<file path="src/rtl/gcd_engine.sv">
// gcd_engine: subtractive GCD (start/busy/done, abort, err on 0/0, iter_cnt = subtractions of last completed run)
module gcd_engine #(
  parameter int WIDTH = 8
) (
  input  logic             clk,
  input  logic             rst,
  input  logic             start,
  input  logic             abort,
  input  logic [WIDTH-1:0] x_in,
  input  logic [WIDTH-1:0] y_in,
  output logic             busy,
  output logic             done,
  output logic [WIDTH-1:0] result,
  output logic             err,
  output logic [WIDTH-1:0] iter_cnt
);
  typedef enum logic {IDLE, CALC} state_t;
  state_t state;
  logic [WIDTH-1:0] x_reg, y_reg, cnt;
  always_ff @(posedge clk or negedge rst)
    if (!rst) begin
      state    <= IDLE;
      x_reg    <= '0;
      y_reg    <= '0;
      cnt      <= '0;
      result   <= '0;
      iter_cnt <= '0;
      busy     <= 1'b0;
      done     <= 1'b0;
      err      <= 1'b0;
    end else begin
      done <= 1'b0;
      if (state == IDLE) begin
        if (start && (x_in == '0 || y_in == '0)) begin
          result   <= x_in | y_in;
          err      <= x_in == '0 && y_in == '0;
          iter_cnt <= '0;
          done     <= 1'b1;
        end else if (start) begin
          x_reg <= x_in;
          y_reg <= y_in;
          cnt   <= '0;
          busy  <= 1'b1;
          state <= CALC;
        end
      end else if (abort) begin
        state <= IDLE;
        busy  <= 1'b0;
      end else if (x_reg == y_reg) begin
        result   <= x_reg;
        err      <= 1'b0;
        iter_cnt <= cnt;
        done     <= 1'b1;
        busy     <= 1'b0;
        state    <= IDLE;
      end else if (x_reg > y_reg) begin
        x_reg <= x_reg - y_reg;
        cnt   <= cnt + WIDTH'(1);
      end else begin
        y_reg <= y_reg - x_reg;
        cnt   <= cnt + WIDTH'(1);
      end
    end
endmodule

</file>
<file path="config.mk">
export PLATFORM = sky130hd
export DESIGN_NAME = gcd_engine
export DESIGN_NICKNAME = d
export VERILOG_FILES = /design/src/rtl/gcd_engine.sv
export SDC_FILE = /design/constraint.sdc
export NUM_CORES = 1
export LEC_CHECK = 0
export BUFFER_PORTS_ARGS = -buffer_cell sky130_fd_sc_hd__buf_2
export CAP_MARGIN = 20
export CORE_MARGIN = 3
export CORE_UTILIZATION = 58
export CTS_CLUSTER_DIAMETER = 30
export DETAILED_ROUTE_END_ITERATION = 7
export GPL_TIMING_DRIVEN = 0
export PLACE_DENSITY = 0.8
export SLEW_MARGIN = 15
export SYNTH_ARGS = -nofsm -noshare
export SYNTH_HDL_FRONTEND = slang
export SYNTH_SLANG_ARGS = --single-unit
export TNS_END_PERCENT = 100
</file>
<file path="constraint.sdc">
create_clock -name clk -period 3.1 [get_ports clk]
set_clock_uncertainty 0.2 [all_clocks]
set_input_delay 0.62 -clock clk [delete_from_list [all_inputs] [get_ports clk]]
set_output_delay 0.62 -clock clk [all_outputs]
set_load 0.05 [all_outputs]
</file>
## Yosys cells after proc, flatten, opt, wreduce, memory -nomap -nowiden

Index checks and enable logic that the tools add are counted.

- Register bits: 44
- Latch bits: 0
- RAM bits: 0
- Bits in read-only memories: 0
- Input port bits: 20
- Output and inout port bits: 19
- Word-level logic and storage cells: 76
- Memories kept: 0

- Add/subtract/negate cells: 3
- $mul: 0
- Divide/modulo/power cells: 0
- $lt $le $gt $ge: 1
- Equality and inequality tests: 8
- Shifts and indexed selects: 0
- Mux-type cells: 42
- Bitwise operators: 1
- Reductions and logical operators: 12

Operators with widths:

| cell | count |
|---|---|
| 8-bit two-way mux | 25 |
| 1-bit two-way mux | 17 |
| 8-bit logical NOT | 2 |
| 8-bit subtractor | 2 |
| 5-bit AND reduction | 2 |
| 8-bit by 1-bit adder with 8-bit output, second input constant | 1 |
| 8-bit == test | 1 |
| 8-bit greater-than comparator | 1 |
| 2-bit inequality test, second input constant | 4 |
| 8-bit bitwise OR | 1 |
| 3-bit AND reduction | 2 |
| 2-bit by 1-bit inequality test with 1-bit output, second input constant | 2 |
| 4-bit AND reduction | 1 |
| 2-bit nonzero test | 2 |
| 3-bit by 2-bit inequality test with 1-bit output, second input constant | 1 |
| 1-bit logical AND | 2 |
| 1-bit logical OR | 1 |

## Depth between registers and ports, before layout

- Word-level depth: 5
- Depth in mapped cells: 9
- Depth with buffers taken out: 8

## Worst setup path before layout

Ideal clock, no wire load.

- Kind: register to register
- From: register x_reg[0]
- To: register x_reg[7]
- Setup time: 0.125 ns
- Arrival time: 2.127 ns
- Required time: 2.775 ns
- Slack: 0.648 ns
- Stages on the path, launching flop included: 9
- Buffers on the path: 0
- Period minus slack after synthesis: 2.452 ns
- Cell sequence: dfrtp_1 -> inv_1 -> ha_1 -> fa_1 -> nand2b_1 -> a21oi_1 -> a21oi_1 -> o21ai_4 -> mux2_2

- Cells in the longest elaborated chain, start to end: 5
- Elaborated cells between the ends (all ways): 10
- Those cells by class: 1 x add/sub; 1 x order compare; 3 x eq/ne; 4 x mux; 1 x reduce/logical

Ends and longest elaborated chain:

| item | RTL line | source |
|---|---|---|
| start: declaration | 19 | `logic [WIDTH-1:0] x_reg, y_reg, cnt;` |
| start signal: assignment | 40 | `x_reg <= x_in;` |
| start signal: assignment | 57 | `x_reg <= x_reg - y_reg;` |
| 8-bit subtractor | 57 |  |
| 8-bit two-way mux | 56 | `end else if (x_reg > y_reg) begin` |
| 8-bit two-way mux | 49 | `end else if (x_reg == y_reg) begin` |
| 8-bit two-way mux | 46 | `end else if (abort) begin` |
| 8-bit two-way mux | 33 | `if (state == IDLE) begin` |

Several ways; a longest one is shown, not always the timed one. The select of a mux whose other input is x is not followed.
A chain may end at the register's enable or synchronous reset.

## Worst setup path in the final report

Ends and elaborated chain as after synthesis.

==> flow_summary.ini <==
[cts]
cts-root-buf = clkbuf_8
clock_sinks = 44
htreeDepth = 2
cts.repair.resized = 0
cts.reportedPaths.clkPinSlew_ns = 0.09
cts_tree = built
holdBufCountCts = 0
insertion_delay_ns = 0.30
cts_setup_buffers = 0
clock_path_buffers = 2
cts_inserted_buffers = 5

[drt]
highest_layer = met4
wl_met1_um = 3110
met3WireLength_um = 482
drcViolationCount = 0
drtPass1Iterations = 4
wl_met2_um = 3140
wl_per_cell_um = 16.4
totalWireLength_um = 6800
num_vias = 2360
vias_per_cell = 5.67
dr.first_iter.drc_count = 175
ant_nets = 0

[yosys]
postSynthCellCount = 303
synth_commonest_cells = dfrtp_1, inv_1, nand2_1, a21oi_1, mux2i_1
synth_top_cell_area_share_pct = 37.9
synth_area_leaders = dfrtp_1, mux2i_1, ha_1, a21oi_1, mux2_2
yosys.area.top_type = dfrtp_1
synth_fp_nets = 341
synthArstFlopShare_pct = 100
ys_types = 48
ys_ff_latch = 44
synth_edf_count = 0
yosysMostFrequentCell = dfrtp_1
ys.flop_type = dfrtp_1
yosysSeqAreaShare_pct = 37.9
synth_area_um2 = 2910
syn-mean-instance-area_um2 = 9.59
synth_warnings = 0

[sta]
slew-limit-headroom_pct = 35.2
final_max_slew_viol_count = 0
setup_tns_ns = 0
hold_violations = 0
worst_slew_pin_slew_ns = 0.972
final-setup-viol-count = 0
fmaxAchievable_mhz = 355
period_minus_slack_ns = 2.82
rsz0062_at_grt = false
period_share_pct = 90.8

[global_routing]
grt_pass1_wl_um = 11400
track_usage_pct = 24.2
grt_max_degree = 45
overflow = 0
grt_pass1_vias = 2351
antenna_found_initial = 0

[critical_path]
required_ns = 3.09
cp_max_fo = 8
worstPathArrival_ns = 2.81
start_kind = register
ff2ff_path_depth = 8
timing_worst_setup_path_type = register to register
worstSetupEndpointType = register

[floorplanning]
dieArea_um2 = 5900
die_h_um = 76.8
fp.dieW_um = 76.8
initial_core_util_pct = 60.7
placementRows = 25
ios = 39
core-area_um2 = 4790

[pwr]
p_leak_nw = 1.66
internal_power_mw = 1.90
swShare_pct = 47.8
ir_drop_mv = 0.520
power_density_nw_per_um2 = 1100
p_comb_share_pct = 62.8
seqPwrFrac_pct = 24.3
power_frac_clock_pct = 12.9
p_sw_mw = 1.74

[finish]
fill_cells = 400
diodes = 0
area_growth_pct = 13.6
drive_above_1_share_pct = 21.5
post-route-util_pct = 69.0
final_nets = 386
fin_area_um2 = 3300

[placement]
gp_congestion = 0.887
place_area_um2 = 3180
numPortBuffers = 38
hpwl_um = 5080

[status]
run_status = finished clean

[min_path]
hp-class = input pin to async pin

[job]
maxCapViolations = 0
[final timing paths]
path	start	to	slack, ns
worst max-delay path	x_reg[0]$_DFFE_PN0P_	x_reg[7]$_DFFE_PN0P_	0.28
worst min-delay path	rst	y_reg[3]$_DFFE_PN0P_	0.27
worst max register to register	x_reg[0]$_DFFE_PN0P_	x_reg[7]$_DFFE_PN0P_	0.28
worst min register to register	busy$_DFFE_PN0P_	busy$_DFFE_PN0P_	0.29
max in group asynchronous	rst	state$_DFF_PN0_	1.82
min in group clk	busy$_DFFE_PN0P_	busy$_DFFE_PN0P_	0.29
[layout make-up]
class / count / area, µm² / share of cell area, %
Sequential cell: 44 / 1100 / 33.3
Tap cell: 67 / 83.8 / 2.54
Timing Repair Buffer: 38 / 190 / 5.76
Clock inverter: 2 / 38.8 / 1.17
Clock buffer: 6 / 82.6 / 2.50
Inverter: 25 / 93.8 / 2.84
Buffer: 13 / 81.3 / 2.46
Multi-Input combinational cell: 221 / 1630 / 49.4
[metrics by stage]
step	power, mW	hold slack (ns)	std cells	worst slack, ns
final	3.64	0.268	416	0.284
after global routing	3.93	0.331	416	0.185
after CTS	3.63	0.292	416	0.309
after detailed placement	3.15	0.264	408	0.323
after global placement	3.12	0.272	408	0.350
after floorplan	2.65	0.124	303	0.648
[kinds of logic (layout without fill, tap and decap cells)]
kind of cell	count (synthesis)	after routing	share of synthesized area (%)
and+or+nand+nor	97	97	18.4
AOI/OAI and AO/OA	59	59	12.9
DFF	44	44	37.9
buffers and inverters	38	84	6.03
muxes	37	37	13.6
adders and majority gates	18	18	8.27
xor gates and xnor gates	10	10	3.01
[cell usage in the layout, fill, tap and decap left out, types with 3 or more instances in the layout]
master / Yosys / layout
o21ai_1: 4 / 4
dfrtp_1: 44 / 44
buf_6: 3 / 3
clkbuf_1: 4 / 4
nor2b_1: 6 / 6
o211ai_1: 3 / 3
a221oi_1: 4 / 4
mux2i_1: 24 / 24
nand2_1: 25 / 25
o21ai_0: 14 / 14
nor3_1: 9 / 9
nand2b_1: 5 / 5
a21oi_1: 24 / 24
nand4_1: 6 / 6
ha_1: 16 / 16
buf_2: 2 / 40
xor2_1: 9 / 9
clkbuf_8: 0 / 6
nor2_1: 17 / 17
inv_1: 25 / 25
nand3_1: 9 / 9
mux2_2: 9 / 9
or4_1: 3 / 3
[worst max-delay path: stages (launching register included)]
cell,delay (ns)
dfrtp_1,0.36
inv_1,0.09
ha_1,0.23
fa_1,0.40
nand2b_1,0.19
a21oi_1,0.30
a21oi_1,0.16
o21ai_4,0.40
mux2_2,0.38
[routing by layer]
layer / vias up / global-route usage (%)
met5: - / 0
met4: 0 / 7.07
met3: 6 / 4.11
met2: 74 / 38.9
met1: 1135 / 33.7
li1: 1145 / -
[power groups by stage]
stage / registers (mW) / logic [mW] / clock network [mW]
after detailed placement: 0.897 / 2.25 / 0
after floorplan: 1.12 / 1.53 / 0
after global placement: 0.889 / 2.23 / 0
after global routing: 0.916 / 2.51 / 0.503
final: 0.887 / 2.29 / 0.469
after CTS: 0.886 / 2.27 / 0.477
(Power assumes the default switching activity.)
